### config.mk
export PLATFORM = sky130hd
export DESIGN_NAME = mem_arbiter
export DESIGN_NICKNAME = d
export VERILOG_FILES = /design/src/rtl/mem_pkg.sv /design/src/rtl/mem_arb_starve_ctr.sv /design/src/rtl/mem_arbiter.sv
export SDC_FILE = /design/constraint.sdc
export NUM_CORES = 1
export LEC_CHECK = 0
export CAP_MARGIN = 20
export CORE_MARGIN = 2
export CORE_UTILIZATION = 25
export DETAILED_ROUTE_END_ITERATION = 12
export SLEW_MARGIN = 0
export SYNTH_ARGS = -nofsm -noshare
export SYNTH_HDL_FRONTEND = slang
export SYNTH_SLANG_ARGS = --single-unit
### constraint.sdc
create_clock -name clk -period 2.15 [get_ports clk]
set_input_delay 0.645 -clock clk [delete_from_list [all_inputs] [get_ports clk]]
set_output_delay 0.645 -clock clk [all_outputs]
set_load 0.1 [all_outputs]
### src/rtl/mem_pkg.sv
// Purpose: shared FSM/owner encodings and default geometry for mem_arbiter.
// Latency: n/a (types and constants only).
// Backpressure: n/a.
package mem_pkg;

  typedef enum logic {
    IDLE = 1'b0,
    ACC  = 1'b1
  } state_t;

  typedef enum logic {
    OWN_I = 1'b0,
    OWN_D = 1'b1
  } owner_t;

  localparam int DEF_ADDR_W    = 8;
  localparam int DEF_DATA_W    = 8;
  localparam int DEF_DATA_BASE = 128;

endpackage

### src/rtl/mem_arb_starve_ctr.sv
// Purpose: counts consecutive fetch losses, saturating at LIMIT.
// Latency: count updates on the clock after inc/clr; at_limit is a decode of the count.
// Backpressure: none; clr takes priority over inc.
module mem_arb_starve_ctr #(
  parameter int LIMIT = 4
) (
  input  logic clk,
  input  logic rst_n,
  input  logic inc,
  input  logic clr,
  output logic at_limit
);

  localparam int            CW   = $clog2(LIMIT + 1);
  localparam logic [CW-1:0] MAXV = CW'(LIMIT);

  logic [CW-1:0] r_cnt;

  // Clear on a fetch grant, otherwise count data wins over a waiting fetch.
  always_ff @(posedge clk) begin
    if (!rst_n) begin
      r_cnt <= '0;
    end else if (clr) begin
      r_cnt <= '0;
    end else if (inc && (r_cnt != MAXV)) begin
      r_cnt <= r_cnt + 1'b1;
    end
  end

  assign at_limit = (r_cnt == MAXV);

endmodule

### src/rtl/mem_arbiter.sv
// Purpose: two-port (fetch/data) arbiter onto one single-cycle shared memory; MEM_PROTECT_EN blocks writes below DATA_BASE.
// Latency: request seen in IDLE cycle N, memory driven in N+1, valid pulse in N+2; one access per 2 cycles.
// Backpressure: x_stall = x_req & ~x_valid; requester holds its request until valid; data wins unless fetch is starved.
module mem_arbiter
  import mem_pkg::*;
#(
  parameter int ADDR_W       = DEF_ADDR_W,
  parameter int DATA_W       = DEF_DATA_W,
  parameter int DATA_BASE    = DEF_DATA_BASE,
  parameter int STARVE_LIMIT = 4
) (
  input  logic              clk,
  input  logic              rst_n,
  input  logic              if_req,
  input  logic [ADDR_W-1:0] if_addr,
  output logic [DATA_W-1:0] if_rdata,
  output logic              if_valid,
  output logic              if_stall,
  input  logic              d_req,
  input  logic              d_we,
  input  logic [ADDR_W-1:0] d_addr,
  input  logic [DATA_W-1:0] d_wdata,
  output logic [DATA_W-1:0] d_rdata,
  output logic              d_valid,
  output logic              d_stall,
  output logic [ADDR_W-1:0] mem_addr,
  output logic [DATA_W-1:0] mem_wdata,
  output logic              mem_wen,
  input  logic [DATA_W-1:0] mem_rdata,
  output logic              fault
);

  state_t            r_state;
  state_t            w_state_nxt;
  owner_t            r_owner;
  logic [ADDR_W-1:0] r_addr;
  logic [DATA_W-1:0] r_wdata;
  logic              r_we;
  logic [DATA_W-1:0] r_if_rdata;
  logic [DATA_W-1:0] r_d_rdata;
  logic              r_if_valid;
  logic              r_d_valid;

  logic w_if_elig;
  logic w_d_elig;
  logic w_grant;
  logic w_grant_i;
  logic w_at_limit;
  logic w_acc;
  logic w_acc_i;
  logic w_acc_d;
  logic w_low_addr;
  logic w_blocked;

  // A port that is receiving its valid this cycle does not compete.
  assign w_if_elig  = if_req & ~r_if_valid;
  assign w_d_elig   = d_req & ~r_d_valid;
  assign w_acc      = (r_state == ACC);
  assign w_acc_i    = w_acc & (r_owner == OWN_I);
  assign w_acc_d    = w_acc & (r_owner == OWN_D);
  assign w_low_addr = (r_addr < ADDR_W'(DATA_BASE));

  // Next-state and grant decision: data first unless fetch has lost too often.
  always_comb begin
    w_state_nxt = r_state;
    w_grant     = 1'b0;
    w_grant_i   = 1'b0;
    case (r_state)
      IDLE: begin
        if (w_if_elig || w_d_elig) begin
          w_grant     = 1'b1;
          w_grant_i   = w_if_elig & (~w_d_elig | w_at_limit);
          w_state_nxt = ACC;
        end
      end
      ACC:     w_state_nxt = IDLE;
      default: w_state_nxt = IDLE;
    endcase
  end

  mem_arb_starve_ctr #(
    .LIMIT (STARVE_LIMIT)
  ) u_starve (
    .clk      (clk),
    .rst_n    (rst_n),
    .inc      (w_grant & ~w_grant_i & if_req),
    .clr      (w_grant_i),
    .at_limit (w_at_limit)
  );

  // State register and winner operand latch.
  always_ff @(posedge clk) begin
    if (!rst_n) begin
      r_state <= IDLE;
      r_owner <= OWN_I;
      r_addr  <= '0;
      r_wdata <= '0;
      r_we    <= 1'b0;
    end else begin
      r_state <= w_state_nxt;
      if (w_grant) begin
        r_owner <= w_grant_i ? OWN_I : OWN_D;
        r_addr  <= w_grant_i ? if_addr : d_addr;
        r_wdata <= w_grant_i ? '0 : d_wdata;
        r_we    <= ~w_grant_i & d_we;
      end
    end
  end

  // Completion: capture read data at the end of ACC and pulse the owner's valid.
  always_ff @(posedge clk) begin
    if (!rst_n) begin
      r_if_valid <= 1'b0;
      r_d_valid  <= 1'b0;
      r_if_rdata <= '0;
      r_d_rdata  <= '0;
    end else begin
      r_if_valid <= w_acc_i;
      r_d_valid  <= w_acc_d;
      if (w_acc_i) begin
        r_if_rdata <= mem_rdata;
      end
      if (w_acc_d && !r_we) begin
        r_d_rdata <= mem_rdata;
      end
    end
  end

`ifdef MEM_PROTECT_EN
  logic r_fault;

  assign w_blocked = w_low_addr;

  // A suppressed write still completes; fault lines up with its d_valid.
  always_ff @(posedge clk) begin
    if (!rst_n) begin
      r_fault <= 1'b0;
    end else begin
      r_fault <= w_acc_d & r_we & w_blocked;
    end
  end

  assign fault = r_fault;
`else
  // Region decode is still elaborated so DATA_BASE stays in use; nothing is ever blocked.
  assign w_blocked = w_low_addr & 1'b0;
  assign fault     = 1'b0;
`endif

  // Memory is driven only during ACC; a reset landing on ACC aborts the write.
  assign mem_addr  = w_acc ? r_addr : '0;
  assign mem_wdata = w_acc ? r_wdata : '0;
  assign mem_wen   = rst_n & w_acc_d & r_we & ~w_blocked;

  assign if_rdata = r_if_rdata;
  assign if_valid = r_if_valid;
  assign if_stall = if_req & ~r_if_valid;
  assign d_rdata  = r_d_rdata;
  assign d_valid  = r_d_valid;
  assign d_stall  = d_req & ~r_d_valid;

endmodule

== Word level (Yosys, flattened, before mapping) ==
Cells that the tools add are included.

* Flip-flop bits (word level): 40
* Latch bits: 0
* Bits in writable memories: 0
* Bits in read-only memories: 0
* Input bits: 37
* Output and inout bits: 38
* Memories: 0

* Add/sub/neg operators: 1
* Multiply operators: 0
* Div/mod/pow operators: 0
* $lt $le $gt $ge: 0
* Equality and inequality tests: 2
* Shift-type cells: 0
* Mux-type cells: 10
* Bitwise gates (word level): 18
* Reduce and logical (&&, ||, !) cells: 5

{| class="wikitable"
|+ Operator list
! kind !! number
|-
| two-way mux 8 bit || 4
|-
| AND 1 bit || 10
|-
| inverter 1 bit || 7
|-
| two-way mux 1 bit || 5
|-
| adder 3 x 1 -> 3 bit, second input constant || 1
|-
| == test 3 bit, second input constant || 1
|-
| inequality test 3 bit, second input constant || 1
|-
| logical AND 1 bit || 2
|-
| case mux 1 bit (2 select lines) || 1
|-
| OR reduction 2 bit || 1
|-
| logical NOT 1 bit || 1
|-
| logical OR 1 bit || 1
|-
| OR 1 bit || 1
|}

== Longest topological paths before layout ==
Gate-level depths: netlist (run 1).

* Depth in word-level cells: 11
* Gate-level depth with buffers: 7
* Mapped depth without buffers: 6

== Hierarchy ==
Synthesis (run 1) repeated with hierarchy kept, for this count alone.

* Cell total of the unflattened synthesis: 221
* Area total of the unflattened synthesis: 1911.8 um^2

{| class="wikitable"
|+ Modules (own cells, without submodules)
! module !! instances !! cells each !! area each (um^2) !! sequential area each (um^2)
|-
| mem_arbiter || 1 || 203 || 1724.2 || 740.7
|-
| mem_arb_starve_ctr || 1 || 18 || 187.7 || 60.1
|}

== Worst setup path before layout (run 1) ==
OpenSTA, ideal clock, no wires.

* Path kind: register -> register
* Start: register r_if_valid (netlist: if_valid)
* End: register r_addr[0]
* Setup time: 0.118 ns
* Data arrival time: 2.407 ns
* Required time: 2.032 ns
* Setup slack: -0.375 ns
* Stages on the path, launching flop included: 6
* Path buffers: 1
* Period minus slack after synthesis: 2.525 ns
* Cell sequence: dfxtp_1 -> nor2b_2 -> o211ai_2 -> buf_6 -> mux2i_1 -> a21oi_2

* Cells in the longest elaborated chain, start to end: 6
* Elaborated cells between the ends (all ways): 9

{| class="wikitable"
|+ Ends and longest elaborated chain
! what !! RTL line !! text
|-
| start: declaration || mem_arbiter.sv:41 || <nowiki>logic r_if_valid;</nowiki>
|-
| start signal: assignment || mem_arbiter.sv:118 || <nowiki>r_if_valid <= w_acc_i;</nowiki>
|-
| inverter 1 bit (*) || -- ||
|-
| AND 1 bit (*) || -- ||
|-
| named net if_stall || mem_arbiter.sv:18 || <nowiki>output logic if_stall,</nowiki>
|-
| AND 1 bit / logical OR 1 bit (equally long branches) || mem_arbiter.sv:72, mem_arbiter.sv:70 ||
|-
| two-way mux 1 bit || mem_arbiter.sv:70 || <nowiki>if (w_if_elig || w_d_elig) begin</nowiki>
|-
| two-way mux 1 bit || mem_arbiter.sv:68 || <nowiki>case (r_state)</nowiki>
|-
| two-way mux 8 bit || mem_arbiter.sv:103 || <nowiki>r_addr <= w_grant_i ? if_addr : d_addr;</nowiki>
|-
| end signal: assignment || mem_arbiter.sv:103 ||
|-
| end: declaration || mem_arbiter.sv:36 || <nowiki>logic [ADDR_W-1:0] r_addr;</nowiki>
|}

The timed path passes the listed nets; every way through them passes the cells marked *.
A chain may end at the register's enable or synchronous reset.

== Worst setup path in the final report (run 1) ==
* Start: input if_req
* End: output if_stall

* Cells in the longest elaborated chain, start to end: 1

{| class="wikitable"
|+ Ends and longest elaborated chain
! what !! RTL line !! text
|-
| start: declaration || mem_arbiter.sv:14 || <nowiki>input logic if_req,</nowiki>
|-
| AND 1 bit || mem_arbiter.sv:157 || <nowiki>assign if_stall = if_req & ~r_if_valid;</nowiki>
|-
| end: declaration || mem_arbiter.sv:18 ||
|}

No other way between the ends.

==> results of run 1 <==
[metal layers]
metal | global-route usage [%] | vias up | wire length, um | part of all wire (%)
met5 | 0 | - | 0 | 0
met4 | 3.72 | 0 | 38 | 0.91
met3 | 3.92 | 5 | 309 | 7.4
met2 | 17.5 | 46 | 2000 | 48
met1 | 13.3 | 649 | 1860 | 44
li1 | - | 781 | - | -
[power breakdown]
part / leakage [uW] / total, uW / switching (uW) / internal (uW)
clock: 0.0000479 / 488 / 262 / 226
sequential: 0.000330 / 826 / 32.8 / 793
combinational: 0.000849 / 587 / 365 / 222
total: 0.00123 / 1900 / 659 / 1240
[state kept, by name, indices dropped and copies added, names as in the netlist]
signal	cells
u_starve.r_cnt	3
r_owner	1
r_addr	8
d_valid	1
d_rdata	8
r_state	1
r_wdata	8
r_we	1
if_valid	1
if_rdata	8
[logic make-up (layout without fill, tap and decap cells)]
group,Yosys count,in the layout
other,1,1
AO/OA/AOI/OAI,38,38
flip-flops,40,40
buffers and inverters,19,93
multiplexers,17,17
AND/OR/NAND/NOR,74,74
adder cells (fa/ha/maj),2,2
XOR/XNOR,2,2
[what timing repair did]
action,4_1_cts,5_1_grt
endpoints found under the setup margin,2,7
resized for setup,2,1
buffers inserted,0,0
[final cells by class]
class	instances	share of cell area (%)
timing repair buffer	80	33.4
multi-input combinational	134	30.6
sequential	40	28.0
tap	96	4.16
clock buffer	5	2.39
inverter	5	0.781
clock inverter	3	0.651
[per-stage QoR]
stage | hold slack (ns) | utilization (%) | power, uW
CTS | 0.465 | 42.0 | 1940
global placement | 0.449 | 40.7 | 1430
floorplan | 0.442 | - | 1230
finish | 0.462 | 42.0 | 1900
detailed placement | 0.454 | 40.7 | 1440
global route | 0.483 | 42.0 | 2000
[path summary, 6_finish.rpt]
| check | start | endpoint | cells after the start |
|---|---|---|---|
| worst max-delay path | if_req | if_stall | 3 |
| worst max register to register | u_starve.r_cnt[0] | r_addr[0] | 7 |
| worst min register to register | r_wdata[1] | r_wdata[1] | 2 |
| worst min-delay path | r_wdata[1] | r_wdata[1] | 2 |
[cell usage in the layout (no fill, tap or decap), types with 2 or more instances in the layout]
cell type / Yosys / routed
sky130_fd_sc_hd__nand2b_4: 2 / 2
sky130_fd_sc_hd__nor2b_1: 8 / 8
sky130_fd_sc_hd__a21oi_1: 7 / 7
sky130_fd_sc_hd__clkinv_2: 0 / 2
sky130_fd_sc_hd__nor2_1: 4 / 4
sky130_fd_sc_hd__mux2i_1: 17 / 17
sky130_fd_sc_hd__o21ai_0: 7 / 7
sky130_fd_sc_hd__clkdlybuf4s50_1: 0 / 34
sky130_fd_sc_hd__and2_1: 19 / 18
sky130_fd_sc_hd__ha_1: 2 / 2
sky130_fd_sc_hd__o22ai_1: 9 / 9
sky130_fd_sc_hd__dfxtp_1: 40 / 37
sky130_fd_sc_hd__inv_1: 5 / 4
sky130_fd_sc_hd__dfxtp_2: 0 / 2
sky130_fd_sc_hd__xnor2_1: 2 / 2
sky130_fd_sc_hd__dlygate4sd2_1: 0 / 2
sky130_fd_sc_hd__nand2_1: 35 / 35
sky130_fd_sc_hd__clkbuf_8: 0 / 5
sky130_fd_sc_hd__buf_4: 1 / 22
sky130_fd_sc_hd__a21boi_0: 8 / 8
sky130_fd_sc_hd__buf_12: 0 / 22
[tightest hold or removal path, stage by stage, from the launching register on]
cell and delay (ns):
sky130_fd_sc_hd__dfxtp_1 0.31, sky130_fd_sc_hd__nand2_1 0.05, sky130_fd_sc_hd__o22ai_1 0.06
==> flow_metrics.py, run 1 <==
metrics = {
    "status": {
        "outcome": "completed",
    },
    "run": {
        "cap_viol_max_count": 0,
    },
    "final_layout": {
        "post_route_cells_drive_above_1_share_pct": 25.1,
        "non_filler_instance_count_after_layout": 363,
        "sequential_cell_area_um2": 807,
        "num-nets-final": 305,
        "antenna_cells_inserted": 0,
        "final_area_mm2": 0.00288,
        "n_fill_cell": 690,
        "area_used_by_multi_input_combinational_logic_um2": 883,
        "flow.area_growth_from_synthesis_pct": 60.9,
    },
    "placed_design": {
        "port_buffers": 73,
        "gpl.final_weighted_congestion": 0.698,
        "place_worst_setup_slack_ns": -0.164,
        "detailed_place_hpwl_um": 3010,
        "postPlaceCellArea_mm2": 0.00280,
        "dp.cells": 355,
    },
    "setup_path": {
        "cp_startpoint_kind": "input port",
        "worstPathRequired_ns": 1.50,
        "cp.buffers_inverters": 2,
        "worstPathCellList": "clkdlybuf4s50_1, nor2b_4, buf_12",
        "crit_path_end_kind": "output port",
        "worst_ep_arrival_time_ns": 1.47,
        "rrSetupSlack_ns": 0.59,
        "crit_type": "input port to output port",
        "slowest_stage": "sky130_fd_sc_hd__clkdlybuf4s50_1",
        "slowest_delay_ns": 0.47,
        "worst-path-max-fanout": 2,
        "critical-path-top-delay-family": "buffers and inverters",
    },
    "floorplan": {
        "dieWidth_um": 88.7,
        "placementRows": 30,
        "fp.dieArea_mm2": 0.00787,
        "num_io_pins": 75,
        "core_region_area_mm2": 0.00687,
        "die_y_um": 88.7,
        "initial_core_util_pct": 26.1,
    },
    "grt": {
        "grt_use_total_pct": 10.8,
        "grt-ovfl-total": 0,
        "grt_antenna_before_repair": 0,
        "grt_max_degree": 47,
        "grt_first_pass_wirelength_um": 6490,
        "grt_pass1_vias": 1377,
    },
    "synthesis": {
        "yosys.area_share.xor_xnor_pct": 0.977,
        "netlist_top_cells_area": "sky130_fd_sc_hd__dfxtp_1 45%, sky130_fd_sc_hd__mux2i_1 9.5%, sky130_fd_sc_hd__nand2_1 7.3%",
        "dominant_synthesized_flop_cell": "sky130_fd_sc_hd__dfxtp_1",
        "synth_top_area_share_pct": 44.7,
        "synth.most_common_cell": "sky130_fd_sc_hd__dfxtp_1",
        "yosys.cell_types.count": 32,
        "yosysTopAreaCell": "sky130_fd_sc_hd__dfxtp_1",
        "syn-num-nets": 232,
        "yosys_register_bits": 40,
        "syn-cell-area_mm2": 0.00179,
        "synthArstFlopShare_pct": 0,
        "synthMuxAreaShare_pct": 9.49,
        "post_synth_inst_count": 193,
        "post_synthesis_area_per_instance_um2": 9.29,
        "post_synth_fa_ha_maj_area_fraction_pct": 1.40,
        "number_of_flops_mapped_to_enable_cells_by_yosys": 0,
        "ys_top_cells_by_count": "40 x sky130_fd_sc_hd__dfxtp_1, 35 x sky130_fd_sc_hd__nand2_1, 19 x sky130_fd_sc_hd__and2_1, 17 x sky130_fd_sc_hd__mux2i_1, 9 x sky130_fd_sc_hd__o22ai_1",
        "synth-seq-area-share_pct": 44.7,
        "post_synth_and_or_nand_nor_area_fraction_pct": 21.6,
        "synth_top_family_by_area": "simple AND/OR/NAND/NOR gates",
        "synth_warn": 0,
        "complex_gate_fraction_of_the_synthesized_area_pct": 15.3,
    },
    "sta": {
        "fin_skew_ns": 0.00795,
        "max_freq_mhz": 472,
        "timing.setup.tns_ns": 0,
        "setup_ws_ns": 0.0328,
        "finalHoldViolations": 0,
        "tightest_slew_ns": 0.591,
        "rsz_0062_raised_after_global_routing": "false",
        "worst_slew_margin_rel_pct": 60.5,
        "period_needed_ns": 2.12,
        "drv_slew": 0,
        "layout_worst_path_cycle_share_pct": 98.5,
        "final-setup-viol-count": 0,
    },
    "clocking": {
        "tritoncts_num_sinks": 40,
        "insertion_delay_ns": 0.29,
        "clock_tree.root_cell": "sky130_fd_sc_hd__clkbuf_8",
        "cts-hold-fix-buffers": 0,
        "clkTransAtPathRegs_ns": 0.08,
        "htree_levels": 2,
        "cts.path.max_buffers": 2,
        "cts_buffers": 5,
        "tritoncts": "done",
    },
    "drt": {
        "detailedRoute.firstIterationViolations": 31,
        "vias": 1481,
        "drc_errors": 0,
        "routed_wire_length_per_instance_um": 11.6,
        "first_pass_iters": 3,
        "route.antenna.remaining_nets": 0,
        "finalWirelength_um": 4200,
        "drt-vias-per-instance": 4.08,
    },
    "worst_hold_path": {
        "timing.hold.worst.class": "flip-flop to flip-flop",
    },
    "power_and_ir_drop": {
        "leakagePower_uw": 0.00123,
        "power_per_cell_area_mw_per_mm2": 659,
        "vdd_ir_drop_max_v": 0.000268,
    },
}
(Power assumes the default switching activity.)
==> inputs of run 2 (changes only) <==
--- a/config.mk
+++ b/config.mk
@@ -7,8 +7,9 @@
 export LEC_CHECK = 0
 export CAP_MARGIN = 20
 export CORE_MARGIN = 2
-export CORE_UTILIZATION = 25
+export CORE_UTILIZATION = 42
 export DETAILED_ROUTE_END_ITERATION = 12
+export PLACE_DENSITY = 0.79
 export SLEW_MARGIN = 0
 export SYNTH_ARGS = -nofsm -noshare
 export SYNTH_HDL_FRONTEND = slang
==> flow_metrics.py, run 2 (synthesis results as in run 1) <==
metrics = {
    "sta": {
        "setup_ws_ns": 0.158,
        "final-setup-viol-count": 0,
        "rsz_0062_raised_after_global_routing": "false",
        "tightest_slew_ns": 0.517,
        "max_freq_mhz": 502,
        "layout_worst_path_cycle_share_pct": 92.7,
        "whs_ns": 0.460,
        "worst_slew_margin_rel_pct": 65.5,
        "period_needed_ns": 1.99,
        "drv_slew": 0,
        "fin_skew_ns": 0.00692,
        "finalHoldViolations": 0,
    },
    "setup_path": {
        "crit_path_end_kind": "output port",
        "crit_type": "input port to output port",
        "cp_startpoint_kind": "input port",
        "worst-path-max-fanout": 2,
        "worst_ep_arrival_time_ns": 1.35,
        "worstPathRequired_ns": 1.50,
    },
    "drt": {
        "finalWirelength_um": 3970,
        "routed_wire_length_per_instance_um": 12.5,
        "first_pass_iters": 4,
        "drt-vias-per-instance": 4.74,
        "drc_errors": 0,
        "vias": 1511,
        "detailedRoute.firstIterationViolations": 59,
        "route.antenna.remaining_nets": 0,
    },
    "placed_design": {
        "place_worst_setup_slack_ns": -0.117,
        "detailed_place_hpwl_um": 2920,
        "port_buffers": 73,
        "gpl.final_weighted_congestion": 0.779,
    },
    "clocking": {
        "insertion_delay_ns": 0.28,
        "tritoncts_num_sinks": 40,
        "clkTransAtPathRegs_ns": 0.07,
        "cts_buffers": 5,
        "htree_levels": 2,
        "cts.path.max_buffers": 2,
        "cts-hold-fix-buffers": 0,
        "clock_tree.root_cell": "sky130_fd_sc_hd__clkbuf_8",
        "tritoncts": "done",
    },
    "grt": {
        "grt_use_total_pct": 17.3,
        "grt_max_degree": 47,
        "grt_antenna_before_repair": 0,
        "grt_first_pass_wirelength_um": 6870,
        "grt-ovfl-total": 0,
        "grt_pass1_vias": 1506,
    },
    "final_layout": {
        "post_route_cells_drive_above_1_share_pct": 25.3,
        "antenna_cells_inserted": 0,
        "mostFrequentLayoutCells": "37 x sky130_fd_sc_hd__dfxtp_1, 35 x sky130_fd_sc_hd__nand2_1, 33 x sky130_fd_sc_hd__clkdlybuf4s50_1, 25 x sky130_fd_sc_hd__buf_4, 21 x sky130_fd_sc_hd__buf_12",
        "num-nets-final": 307,
        "flow.area_growth_from_synthesis_pct": 58.7,
        "mostFrequentLayoutCell": "sky130_fd_sc_hd__dfxtp_1",
    },
    "floorplan": {
        "dieWidth_um": 69.3,
        "core_region_area_mm2": 0.00406,
        "initial_core_util_pct": 44.2,
        "die_y_um": 69.3,
        "placementRows": 23,
        "fp.dieArea_mm2": 0.00481,
        "num_io_pins": 75,
    },
    "run": {
        "cap_viol_max_count": 0,
    },
    "power_and_ir_drop": {
        "leakagePower_uw": 0.00124,
        "power_per_cell_area_mw_per_mm2": 688,
        "vdd_ir_drop_max_v": 0.000369,
    },
    "worst_hold_path": {
        "timing.hold.worst.class": "flip-flop to flip-flop",
    },
    "status": {
        "outcome": "completed",
    },
}
[run 2: power by group]
part	switching [uW]	leakage, uW	internal [uW]
clock network	249	0.0000515	293
registers	34.5	0.000330	793
logic	364	0.000863	223
total	647	0.00124	1310
[run 2: per-stage QoR]
stage,TNS [ns],std cells,util [%],total power [uW],instance area (um^2)
2_1_floorplan,0,193,-,1230,1810
3_3_place_gp,-0.130,309,67.2,1430,2730
3_5_place_dp,-0.169,309,67.2,1430,2730
4_1_cts,0,319,70.1,1980,2840
5_1_grt,0,319,70.1,2040,2850
6_report,0,319,70.1,1960,2850
[run 2: repair_timing]
item                       4_1_cts  5_1_grt
setup endpoints to repair       11        1
buffers inserted                 2        0
hold endpoints to repair         0        0
gates cloned                     0        0
resized for setup                4        1
pin swaps                        1        0
[run 2: per-layer routing]
metal	share of wire, %	GRT usage (%)
met1	43	21.2
met2	49	29.3
met3	6.5	5.09
met4	1.3	5.23
met5	0	0
[run 2: path summary, 6_finish.rpt]
| kind | from | end | slack (ns) | depth (start not counted) |
|---|---|---|---|---|
| worst min-delay path | r_wdata[5] | r_wdata[5] | 0.46 | 2 |
| worst max-delay path | rst_n | mem_wen | 0.16 | 4 |
| worst min register to register | r_wdata[5] | r_wdata[5] | 0.46 | 2 |
| worst max register to register | u_starve.r_cnt[0] | r_addr[0] | 0.59 | 7 |
[run 2: layout make-up]
class | instances | area [um^2]
flip-flops and latches | 40 | 807
clock buffers | 8 | 100
fillers | 310 | 1210
well taps | 50 | 62.6
repair buffers | 82 | 968
inverters | 5 | 22.5
multi-input cells | 134 | 885
[run 2: worst max-delay path, cell delays in order]
cell	delay, ns
sky130_fd_sc_hd__dlygate4sd2_1	0.24
sky130_fd_sc_hd__and3_1	0.15
sky130_fd_sc_hd__and2_4	0.16
sky130_fd_sc_hd__buf_12	0.16
